## src/rtl/pkt_rr_arb_pkg.sv

```systemverilog
// Shared definitions for the packet round-robin arbiter: FSM encoding,
// the end-of-packet rule and a log2 helper for index widths.
package pkt_rr_arb_pkg;

    typedef enum logic {
        IDLE = 1'b0,
        XFER = 1'b1
    } arb_state_t;

    // Minimum bit width able to index `value` entries (at least 1).
    function automatic int clog2_f(input int value);
        int w;
        w = 1;
        while ((1 << w) < value) w++;
        return w;
    endfunction

    // A non-zero ctrl word only closes a packet once body words have been seen;
    // before that it is a module header.
    function automatic logic is_eop(input logic ctrl_nonzero, input logic in_body);
        return ctrl_nonzero & in_body;
    endfunction

endpackage

```

## src/rtl/pkt_rr_arb_rr_pick.sv

```systemverilog
// Combinational rotate-and-priority-encode: first set request at or after ptr,
// wrapping modulo N.
module rr_pick
    import pkt_rr_arb_pkg::*;
#(
    parameter int N = 4,
    localparam int QW = clog2_f(N)
) (
    input  logic [N-1:0]  req,
    input  logic [QW-1:0] ptr,
    output logic [QW-1:0] winner,
    output logic          valid
);

    logic [QW:0] slot;

    // NOTE: every always_comb output gets a default first so no path leaves it unassigned (no latch).
    always_comb begin
        winner = '0;
        valid  = 1'b0;
        slot   = '0;
        // Walk offsets from furthest to nearest so the nearest hit is written last.
        for (int i = N - 1; i >= 0; i--) begin
            slot = {1'b0, ptr} + (QW+1)'(i);
            if (slot >= (QW+1)'(N)) slot = slot - (QW+1)'(N);
            if (req[slot[QW-1:0]]) begin
                winner = slot[QW-1:0];
                valid  = 1'b1;
            end
        end
    end

endmodule

```

## src/rtl/pkt_rr_arb.sv

```systemverilog
// Packet-level round-robin arbiter merging NUM_QUEUES packet streams into one.
// Optional macro PKT_RR_ARB_PRIO0_EN gives queue 0 absolute priority in IDLE.
module pkt_rr_arb
    import pkt_rr_arb_pkg::*;
#(
    parameter int DATA_WIDTH = 64,
    parameter int CTRL_WIDTH = DATA_WIDTH / 8,
    parameter int NUM_QUEUES = 4,
    localparam int QW = clog2_f(NUM_QUEUES)
) (
    input  logic                             clk,
    input  logic                             reset,
    input  logic [NUM_QUEUES-1:0]            in_req,
    input  logic [NUM_QUEUES*DATA_WIDTH-1:0] in_data,
    input  logic [NUM_QUEUES*CTRL_WIDTH-1:0] in_ctrl,
    input  logic [NUM_QUEUES-1:0]            in_wr,
    output logic [NUM_QUEUES-1:0]            in_rdy,
    output logic [DATA_WIDTH-1:0]            out_data,
    output logic [CTRL_WIDTH-1:0]            out_ctrl,
    output logic                             out_wr,
    input  logic                             out_rdy,
    output logic [QW-1:0]                    grant_idx,
    output logic                             busy
);

    arb_state_t           state;
    logic [QW-1:0]        rr_ptr;
    logic                 in_body;

    logic [NUM_QUEUES-1:0] pick_req;
    logic [QW-1:0]        rr_idx;
    logic                 rr_valid;
    logic [QW-1:0]        win_idx;
    logic                 win_valid;
    logic                 ptr_adv;

    logic [DATA_WIDTH-1:0] sel_data;
    logic [CTRL_WIDTH-1:0] sel_ctrl;
    logic                 sel_wr;
    logic                 accept;
    logic                 eop;
    logic [QW-1:0]        next_ptr;

`ifdef PKT_RR_ARB_PRIO0_EN
    // Queue 0 bypasses the rotation; the others rotate among themselves.
    assign pick_req  = {in_req[NUM_QUEUES-1:1], 1'b0};
    assign win_idx   = in_req[0] ? '0 : rr_idx;
    assign win_valid = in_req[0] | rr_valid;
    assign ptr_adv   = (grant_idx != '0);
`else
    assign pick_req  = in_req;
    assign win_idx   = rr_idx;
    assign win_valid = rr_valid;
    assign ptr_adv   = 1'b1;
`endif

    rr_pick #(.N(NUM_QUEUES)) u_rr_pick (
        .req    (pick_req),
        .ptr    (rr_ptr),
        .winner (rr_idx),
        .valid  (rr_valid)
    );

    // Granted-queue mux; in_rdy only ever opens for the holder of the grant.
    always_comb begin
        sel_data = '0;
        sel_ctrl = '0;
        sel_wr   = 1'b0;
        in_rdy   = '0;
        for (int i = 0; i < NUM_QUEUES; i++) begin
            if (grant_idx == QW'(i)) begin
                sel_data  = in_data[i*DATA_WIDTH +: DATA_WIDTH];
                sel_ctrl  = in_ctrl[i*CTRL_WIDTH +: CTRL_WIDTH];
                sel_wr    = in_wr[i];
                in_rdy[i] = (state == XFER) && out_rdy;
            end
        end
    end

    assign accept   = (state == XFER) && sel_wr && out_rdy;
    assign eop      = accept && is_eop(|sel_ctrl, in_body);
    assign next_ptr = (grant_idx == QW'(NUM_QUEUES - 1)) ? '0 : grant_idx + QW'(1);

    // NOTE: state and registered outputs use non-blocking assignments so every flop samples pre-edge values.
    always_ff @(posedge clk or negedge reset) begin
        if (!reset) begin
            state     <= IDLE;
            rr_ptr    <= '0;
            grant_idx <= '0;
            busy      <= 1'b0;
            in_body   <= 1'b0;
            out_wr    <= 1'b0;
            out_data  <= '0;
            out_ctrl  <= '0;
        end else begin
            out_wr <= accept;
            if (accept) begin
                out_data <= sel_data;
                out_ctrl <= sel_ctrl;
            end

            case (state)
                IDLE: begin
                    if (win_valid) begin
                        grant_idx <= win_idx;
                        busy      <= 1'b1;
                        in_body   <= 1'b0;
                        state     <= XFER;
                    end
                end
                XFER: begin
                    if (eop) begin
                        state <= IDLE;
                        busy  <= 1'b0;
                        if (ptr_adv) rr_ptr <= next_ptr;
                    end else if (accept && (sel_ctrl == '0)) begin
                        in_body <= 1'b1;
                    end
                end
                default: state <= IDLE;
            endcase
        end
    end

endmodule

```

## config.mk

```make
export PLATFORM = sky130hd
export DESIGN_NAME = pkt_rr_arb
export DESIGN_NICKNAME = d
export VERILOG_FILES = /design/src/rtl/pkt_rr_arb_pkg.sv /design/src/rtl/pkt_rr_arb_rr_pick.sv /design/src/rtl/pkt_rr_arb.sv
export SDC_FILE = /design/constraint.sdc
export NUM_CORES = 1
export LEC_CHECK = 0
export ABC_CLOCK_PERIOD_IN_PS = 2200
export BUFFER_PORTS_ARGS = -buffer_cell sky130_fd_sc_hd__buf_2
export CORE_AREA = 3 3 147 149
export DETAILED_ROUTE_END_ITERATION = 8
export DIE_AREA = 0 0 150 152
export HOLD_SLACK_MARGIN = 0.15
export PLACE_DENSITY = 0.67
export SYNTH_ARGS = -nofsm -noshare
export SYNTH_HDL_FRONTEND = slang
export SYNTH_SLANG_ARGS = --single-unit
```

## constraint.sdc

```tcl
create_clock -name clk -period 2.2 [get_ports clk]
set_input_delay 0.22 -clock clk [delete_from_list [all_inputs] [get_ports clk]]
set_output_delay 0.22 -clock clk [all_outputs]
set_load 0.01 [all_outputs]
```

==> run summary, run 1 <==
The flow ran to the end, but the final reports show violations. The final reports fail on setup timing. The reg-to-reg critical path startpoint is grant_idx[0]. The post-detailed-route via-to-cell ratio came out at 4.82. The initial antenna violation count is 0. In this run the mean area of a mapped cell was 7.10 sq um.

Summing all multi-input logic gate instances after layout gives 3230 sq um. The power density relative to cell area is 1350 nW/um^2. The post-route DRC violation count came out at 0.

The instance count of the mapped netlist is 762. By area the synthesized netlist is led by dfrtp_1 (37%), a21oi_1 (18%), nand2_1 (11%), nand3b_1 (8.9%), o21ai_1 (6.2%). For this run the aggregate overflow at the end of global routing stands at 0. The highest fanout seen on the critical path came out at 8. Counting the buffers created by CTS gives 9. The top cell type's share of synthesized area came out at 37.0%. The pin count of the biggest net entering global routing came out at 76. The x dimension of the die is 150 um.

Derived from the worst setup path, the maximum achievable clock frequency is 0.447 GHz. The maximum clock path buffer count came out at 2. The TritonCTS clock tree is done. STA puts the critical path data arrival time at 2450 ps. The synthesis warning total came out at 0. The number of failing hold endpoints at the final stage is 0.

The clock transition at the registers of the reported paths is ~60 ps. The area enclosed by the die boundary came out at approximately 23000 sq um. The initial core utilization came out at a little over a quarter. The setup violation total in the final timing report is 2.

The total placed cells including tap cells is about 1400. The number of DRC violations after detailed-routing iteration 0 came out at approximately 370. The share of final-layout standard cells stronger than drive strength 1 is between 30 and 40%.

The shortest period the worst path allows came out at 2240 ps. The final critical-path share of the clock period came out at 102%. The static power due to leakage came out at 0.00423 uW.

Excluding fillers, the count of instances in the completed layout stands at 1412. The worst setup path is launched from a flop. The first-pass iteration count of the detailed router came out at 5. During I/O placement, the number of pins put on the boundary was 379. The wire length reported by the detailed router is 22.5 mm.

The wire length of the first global-routing pass came out at 32.4 mm. The total clock sinks is 80. The end of the worst register-to-register path is rr_ptr[0]. The dominant combinational cell family by area after synthesis is compound AO/OA/AOI/OAI gates.

In this run, synthesis produced a sequential element count of 80. Of the total synthesized cell area, the portion taken by AND, OR, NAND and NOR gates is 25.6%. The number of cell instances on the worst register-to-register path is 7. The residual antenna-violating net count after detailed routing is 0. The tool flagged a number of max-cap violations equal to 0. The share of the core filled with cells came out at between 40% and 50%.

The area of the placeable core is around 20000 sq um. The worst vdd rail ir drop is approximately 0.0006 V. The wire length per cell came out at 15.9 um. The max-slew violation total from the final report came to 0. The critical path is of the reg2reg type. Of the synthesized area, sequential elements account for a little under two fifths. The area share of xor/xnor cells in the synthesized design is 0%. For the pin with the worst max-slew slack, the measured transition is 515 ps. The net count reported at finish is 1440.

Counting instances, the worst hold path has a depth of 3. The endpoint of the worst hold-timing path is out_data[25]. The clock reaches the later pin of the worst-skew pair after 340 ps. The min-delay analysis places its worst path in the category in2reg.

Once layout is done, the placed cells without fillers occupy around 8500 sq um. The critical path required time came out at 2410 ps. The overall die height came out at around 150 um. The cell type with the largest total area after synthesis is dfrtp_1.

Summing every instance area after synthesis gives approximately 5400 sq um. The tree is rooted in a clkbuf_16. In the post-route analysis, the smallest setup slack over all paths is -39.2 ps. The overall routing resource usage came out at ~18%. The adder and majority cell fraction of the synthesized area came out at 0.925%. The number of fill cells came out at 2133. The normalized max-slew margin came out at approximately two thirds. The register cell area after layout came out at 2000 sq um.

The worst reg-to-reg setup slack came out at -40 ps. Summing the areas of all compound-gate instances in the mapped netlist gives 29.5% of the synthesized area. The share of synthesized area spent on multiplexers is 0.601%. The unique cell type count in the Yosys netlist came out at 34.

Setup repair after global routing could not meet its margin everywhere. The total number of H-tree levels is 3. At the end of routability-driven placement, the weighted congestion stood at 0.919. The antenna diode count came out at 0. The worst-case clock skew came out at 5.62 ps.

The via count is 6809. STA classifies the critical path endpoint as a flop. The detailed placement HPWL came out at 16.7 mm.

The number of port buffers came out at between 300 and 400. The number of nets handed over by synthesis was roughly 1100. The placement row count came out at 52. Relative to the synthesized area, the layout overhead comes to 57.4%. The startpoint identified for the worst hold timing path is in_data[217]. The number of global-route vias before repair came out at ~6300.

The instance area at placement is 7610 sq um.
-- per-layer routing --
layer  vias up  share of wire (%)  track usage [%]
li1       3397                  -                -
met1      3088                 40             20.9
met2       303                 52             32.0
met3        21                6.8             3.72
met4         0                1.6             4.79
met5         -                  0                0
-- layout make-up --
type	count	area share [%]
multi-input cells	601	37.9
repair buffers	435	30.4
flip-flops and latches	80	23.5
well taps	270	3.96
clock buffers	11	2.73
clock inverters	5	0.954
inverters	10	0.543
-- Yosys cell counts, drive strengths merged --
master and n:
a21oi 198, a22o 1, a31oi 1, and3 4
buf 20, clkbuf 51, clkinv 1, dfrtp 80
ha 4, inv 9, mux2 2, mux2i 1
nand2 153, nand2b 2, nand3 1, nand3b 64
nor2 67, nor3 1, nor4 2, o211a 8
o211ai 1, o21a 1, o21ai 67, o221ai 1
o22ai 13, o2bb2ai 1, o31ai 8
-- registers in the layout (all words and copies together), names as in the netlist --
name / flops
busy: 1
grant_idx: 2
in_body: 1
out_ctrl: 8
out_data: 64
out_wr: 1
rr_ptr: 2
state: 1
-- worst max-delay path: stages, from the launching register on --
cell and delay [ps]:
dfrtp_2 450, ha_4 210, clkinvlp_4 240, o22ai_2 280, o22ai_2 150, nor4_4 360, nor3_4 100, mux2_1 320
-- power breakdown --
group	leakage, uW	internal (uW)	switching, uW
clock	0.000150	995	593
combinational	0.00306	3130	4380
sequential	0.00102	2080	336
total	0.00423	6210	5310
-- what timing repair did --
item	in CTS	in global routing
buffers inserted	3	6
gates resized for setup	8	28
gates cloned	0	2
hold buffers	31	0
setup endpoints to repair	13	11
endpoints found under the hold margin	61	0
pin swaps	2	8
-- placed cells by master, fill, tap and decap left out, types with 10 or more instances in the layout --
master / Yosys / routed
buf_4: 2 / 10
dlygate4sd3_1: 0 / 31
nor2_1: 66 / 66
clkbuf_16: 0 / 11
buf_2: 9 / 377
nand3b_1: 64 / 64
dfrtp_1: 80 / 78
a21oi_1: 198 / 197
nand2_1: 153 / 153
o21ai_1: 67 / 67
o22ai_2: 0 / 10
-- worst max path at each step --
stage                  from            to  slack [ps]  cells after the start
6_report       grant_idx[0]     rr_ptr[0]         -40                      7
2_1_floorplan  grant_idx[0]     rr_ptr[0]          40                      9
3_3_place_gp   grant_idx[0]  out_data[48]         -70                      9
3_5_place_dp   grant_idx[0]  out_data[48]        -130                      9
4_1_cts        grant_idx[0]     in_rdy[3]           9                      4
5_1_grt        grant_idx[1]     rr_ptr[0]        -150                      7
-- per-stage QoR --
stage               power (uW)  hold slack, ps  worst slack [ps]  TNS (ps)
floorplan                 7120           -75.6              36.5         0
global placement          9170             196             -71.8      -176
detailed placement        9300             194              -126      -311
CTS                      11100             152              9.07         0
global route             12600             158              -147      -388
finish                   11500             168             -39.2     -55.0
-- kinds of logic after synthesis --
group | after synthesis
adders and majority gates | 4
muxes | 3
DFF | 80
AOI/OAI and AO/OA | 300
buffers and inverters | 81
and+or+nand+nor | 294
(Power assumes the default switching activity.)
==> run 2: changes to the inputs <==
--- a/config.mk
+++ b/config.mk
@@ -5,13 +5,13 @@
 export SDC_FILE = /design/constraint.sdc
 export NUM_CORES = 1
 export LEC_CHECK = 0
-export ABC_CLOCK_PERIOD_IN_PS = 2200
+export ABC_CLOCK_PERIOD_IN_PS = 2900
 export BUFFER_PORTS_ARGS = -buffer_cell sky130_fd_sc_hd__buf_2
-export CORE_AREA = 3 3 147 149
+export CORE_AREA = 3 3 148 150
 export DETAILED_ROUTE_END_ITERATION = 8
-export DIE_AREA = 0 0 150 152
+export DIE_AREA = 0 0 151 153
 export HOLD_SLACK_MARGIN = 0.15
-export PLACE_DENSITY = 0.67
+export PLACE_DENSITY = 0.65
 export SYNTH_ARGS = -nofsm -noshare
 export SYNTH_HDL_FRONTEND = slang
 export SYNTH_SLANG_ARGS = --single-unit
==> constraint.sdc (replaced) <==
create_clock -name clk -period 2.9 [get_ports clk]
set_input_delay 0.29 -clock clk [delete_from_list [all_inputs] [get_ports clk]]
set_output_delay 0.29 -clock clk [all_outputs]
set_load 0.01 [all_outputs]
==> run 2 against run 1 <==
Compared with the run above:
- the flow now finishes without violations
- via count down 3.2%
- count of clock-buffer cells in the layout fell by 1
- clock skew increased by 4.2 ps
- non-clock buffer count down 41
- critical path depth is 1 higher
- core utilization down 4.1 points
- sequential share of layout area increased by 1.9 points
- global-route usage shrank 0.14 points
- power shrank 29%
- register-to-register slack better by 480 ps
- sequential cell count stayed put
- sequential power decreased by 24%
- largest power group unchanged
==> run summary, run 2 (synthesis results as in run 1) <==
The I/O pin count came out at 379. The arrival time of data at the critical path endpoint came out at 2680 ps. The number of clock buffers added by TritonCTS is 9. For this configuration, the core starts out at a cell density of 26.0%.

The setup violation total in the final timing report is 0. Per report_power, the clock group accounts for between 10% and 20% of the total. Broken down by cell family, the worst path's largest delay share belongs to simple AND/OR/NAND/NOR gates. Net switching is 46.8% of the power. The stage delay of the slowest cell on the critical path came out at 490 ps. The post-CTS resize count came out at 0. The final total negative setup slack came out at 0 ps.

The final standard cell area without fillers is 7890 sq um. The path type of the worst min-delay path is in2reg. The total power draw came out at 8200 uW. The sequential group share of total power is 22.3%. Traced cell by cell, the critical path runs through inv_1 -> ha_4 -> nor2_2 -> o211a_1 -> o22ai_1 -> nor4_2 -> nor3_2 -> mux2_1. The total number of H-tree levels came out at 3.

The residual antenna-violating net count after detailed routing came out at 0. The flip-flop count of the largest register, all copies and words added came out at 64. Summed over all cells, the static leakage comes to roughly 0.0040 uW.

The final weighted congestion in routability-driven placement came out at approximately 0.84. Setup repair after global routing left no endpoint under its margin. The share of the core filled with cells came out at a little under two fifths. The largest registers in the layout are out_data: 64 flops, out_ctrl: 8 flops. The run finished with clean final reports. The overall routing resource usage is 17.5%. The instance area at placement came out at approximately 7500 sq um.

The first-pass iteration count of the detailed router is 5. The net load switching power came out at about 3800 uW. The worst slack after detailed placement came out at about 440 ps. The number of port buffers is 378. Ranked by flip-flop count, first place goes to out_data. The net count reported at finish is 1399. The clock transition at the registers of the reported paths is 70 ps. The number of failing hold endpoints at the final stage is 0. The number of DRC violations after detailed-routing iteration 0 is 285. TritonCTS built the clock tree.

The area of the placeable core is approximately 21000 sq um. The combinational share of power is a little over 60%. The top layer reached by signal wires is met4. The via count came out at 6590. The number of global-route vias before repair came out at 6109. The total clock sinks is 80. CTS placed an instance of clkbuf_16 at the clock tree root.

In the detailed route, the total length drawn on met2 is 10.6 mm. Among all stages on the critical path, the largest delay is contributed by dfrtp_1. The maximum clock path buffer count is 2.

The area of combinational cells with multiple inputs is 3120 sq um. The met3 layer wire length in the routed design came out at 1.60 mm. Cell internal power was estimated by the tool at 4360 uW.

The die covers around 23000 sq um. The pin count of the biggest net entering global routing is between 70 and 80. The worst setup path is captured at a flop.

The overall die height is 153 um. The worst path uses a little over four fifths of the clock period. The share of final-layout standard cells stronger than drive strength 1 is a little under two fifths. The clock latency of the later-clocked register in the worst-skew pair came out at about 340 ps. The final worst-path setup slack is 439 ps. The normalized max-slew margin came out at 55.1%.

The top cell types in the final layout, fill and taps aside, are buf_2 (377), a21oi_1 (198), nand2_1 (153), dfrtp_1 (80), o21ai_1 (67). The worst vdd rail ir drop is roughly 0.00044 V. The initial antenna violation count was 0. Summing all flip-flop and latch instances after layout gives ~2000 sq um. The wire length per cell came out at 15.4 um. After global routing the overflow that remains totals 0. At the worst endpoint, the required time is 3110 ps.

Summed over all layers, the routed wires come to between 20 and 25 mm. For the pin with the worst max-slew slack, the measured transition is around 670 ps. Max-cap violations in this run came to 0. The x dimension of the die came out at 151 um. The highest achievable clock rate came out at 0.406 GHz.

The post-detailed-route via-to-cell ratio is 4.79. After detailed routing, the number of remaining DRC violations is 0. The worst-case clock skew is 9.82 ps. The antenna diode count is 0.

The max-slew violation total from the final report is 0. The wire-length estimate of the detail-placed layout is 16.9 mm. The first global-routing pass estimated 31.9 mm of wire.

STA classifies the critical path startpoint as a flop. The placement row count is 53. In this run the power density over the cells is roughly 1000 nW/um^2.

The highest fanout seen on the critical path is 8. The number of fill cells came out at approximately 2200. The sum of buffers and inverters on the critical path is 1. The shortest period the worst path allows came out at 2460 ps. The post-synthesis to final-layout area growth came out at 45.7%. The library cell used most frequently in the layout, excluding fill and tap cells, is buf_2. The critical path in this run is classified as reg2reg. The routed length on met1 came out at 8.58 mm.
==> run 2: cell count changes in the layout (fill, tap and decap cells not counted), moves of 2 or more <==
cell | before | now
buf_12 | 5 | 3
buf_16 | 3 | 0
buf_4 | 10 | 13
buf_6 | 6 | 0
clkbuf_1 | 2 | 0
clkbuf_16 | 11 | 9
dfrtp_1 | 78 | 80
dfrtp_2 | 2 | 0
dlygate4sd3_1 | 31 | 1
inv_1 | 5 | 8
inv_4 | 2 | 0
o22ai_1 | 2 | 13
o22ai_2 | 10 | 0
==> run 2: layout make-up <==
| type | count | share of cell area (%) |
|---|---|---|
| timing repair buffer | 394 | 26.0 |
| clock buffer | 10 | 3.03 |
| tap | 275 | 4.36 |
| clock inverter | 6 | 1.17 |
| sequential | 80 | 25.4 |
| inverter | 10 | 0.476 |
| multi-input combinational | 601 | 39.5 |
==> run 2: power groups by stage <==
stage                     clock [uW]  combinational, uW  sequential [uW]
after floorplan                    0               3370             2020
after global placement             0               5050             1840
after detailed placement           0               5130             1850
after CTS                       1310               5150             1830
after global routing            1360               5750             1890
final                           1270               5100             1830
==> run 2: metrics by stage <==
stage,std cells,hold WS [ps]
after CTS,1376,196
after detailed placement,1359,248
after global routing,1376,203
final,1376,216
after global placement,1359,247
after floorplan,762,-5.59
==> run 2: path summary, 6_finish.rpt <==
path / end / slack, ps / from / cells past startpoint
max: rr_ptr[1] / 440 / grant_idx[0] / 8
min: out_data[5] / 220 / in_data[197] / 3
max reg2reg: rr_ptr[1] / 440 / grant_idx[0] / 8
min reg2reg: out_ctrl[3] / 470 / out_ctrl[3] / 2
max in group asynchronous: out_data[47] / 1750 / reset / 3
min in group asynchronous: out_data[14] / 410 / reset / 2
==> run 2: worst reg2reg max path: cells and delay by family (launching register included) <==
kind / cells / cell delay, ps
simple gates: 3 / 830
flops: 1 / 490
mux: 1 / 340
compound gates: 2 / 320
fa+ha+maj: 1 / 220
buf+inv: 1 / 160
==> run 2: repair_timing <==
action,CTS,global route
setup endpoints to repair,0,0
endpoints found under the hold margin,26,0
setup buffers,0,0
hold buffers,1,0
==> run 2: metal layers <==
metal / vias to the layer above / global-route usage [%]
met5: - / 0
met4: 0 / 5.35
met3: 32 / 3.74
met2: 265 / 30.4
met1: 2976 / 21.6
li1: 3317 / -
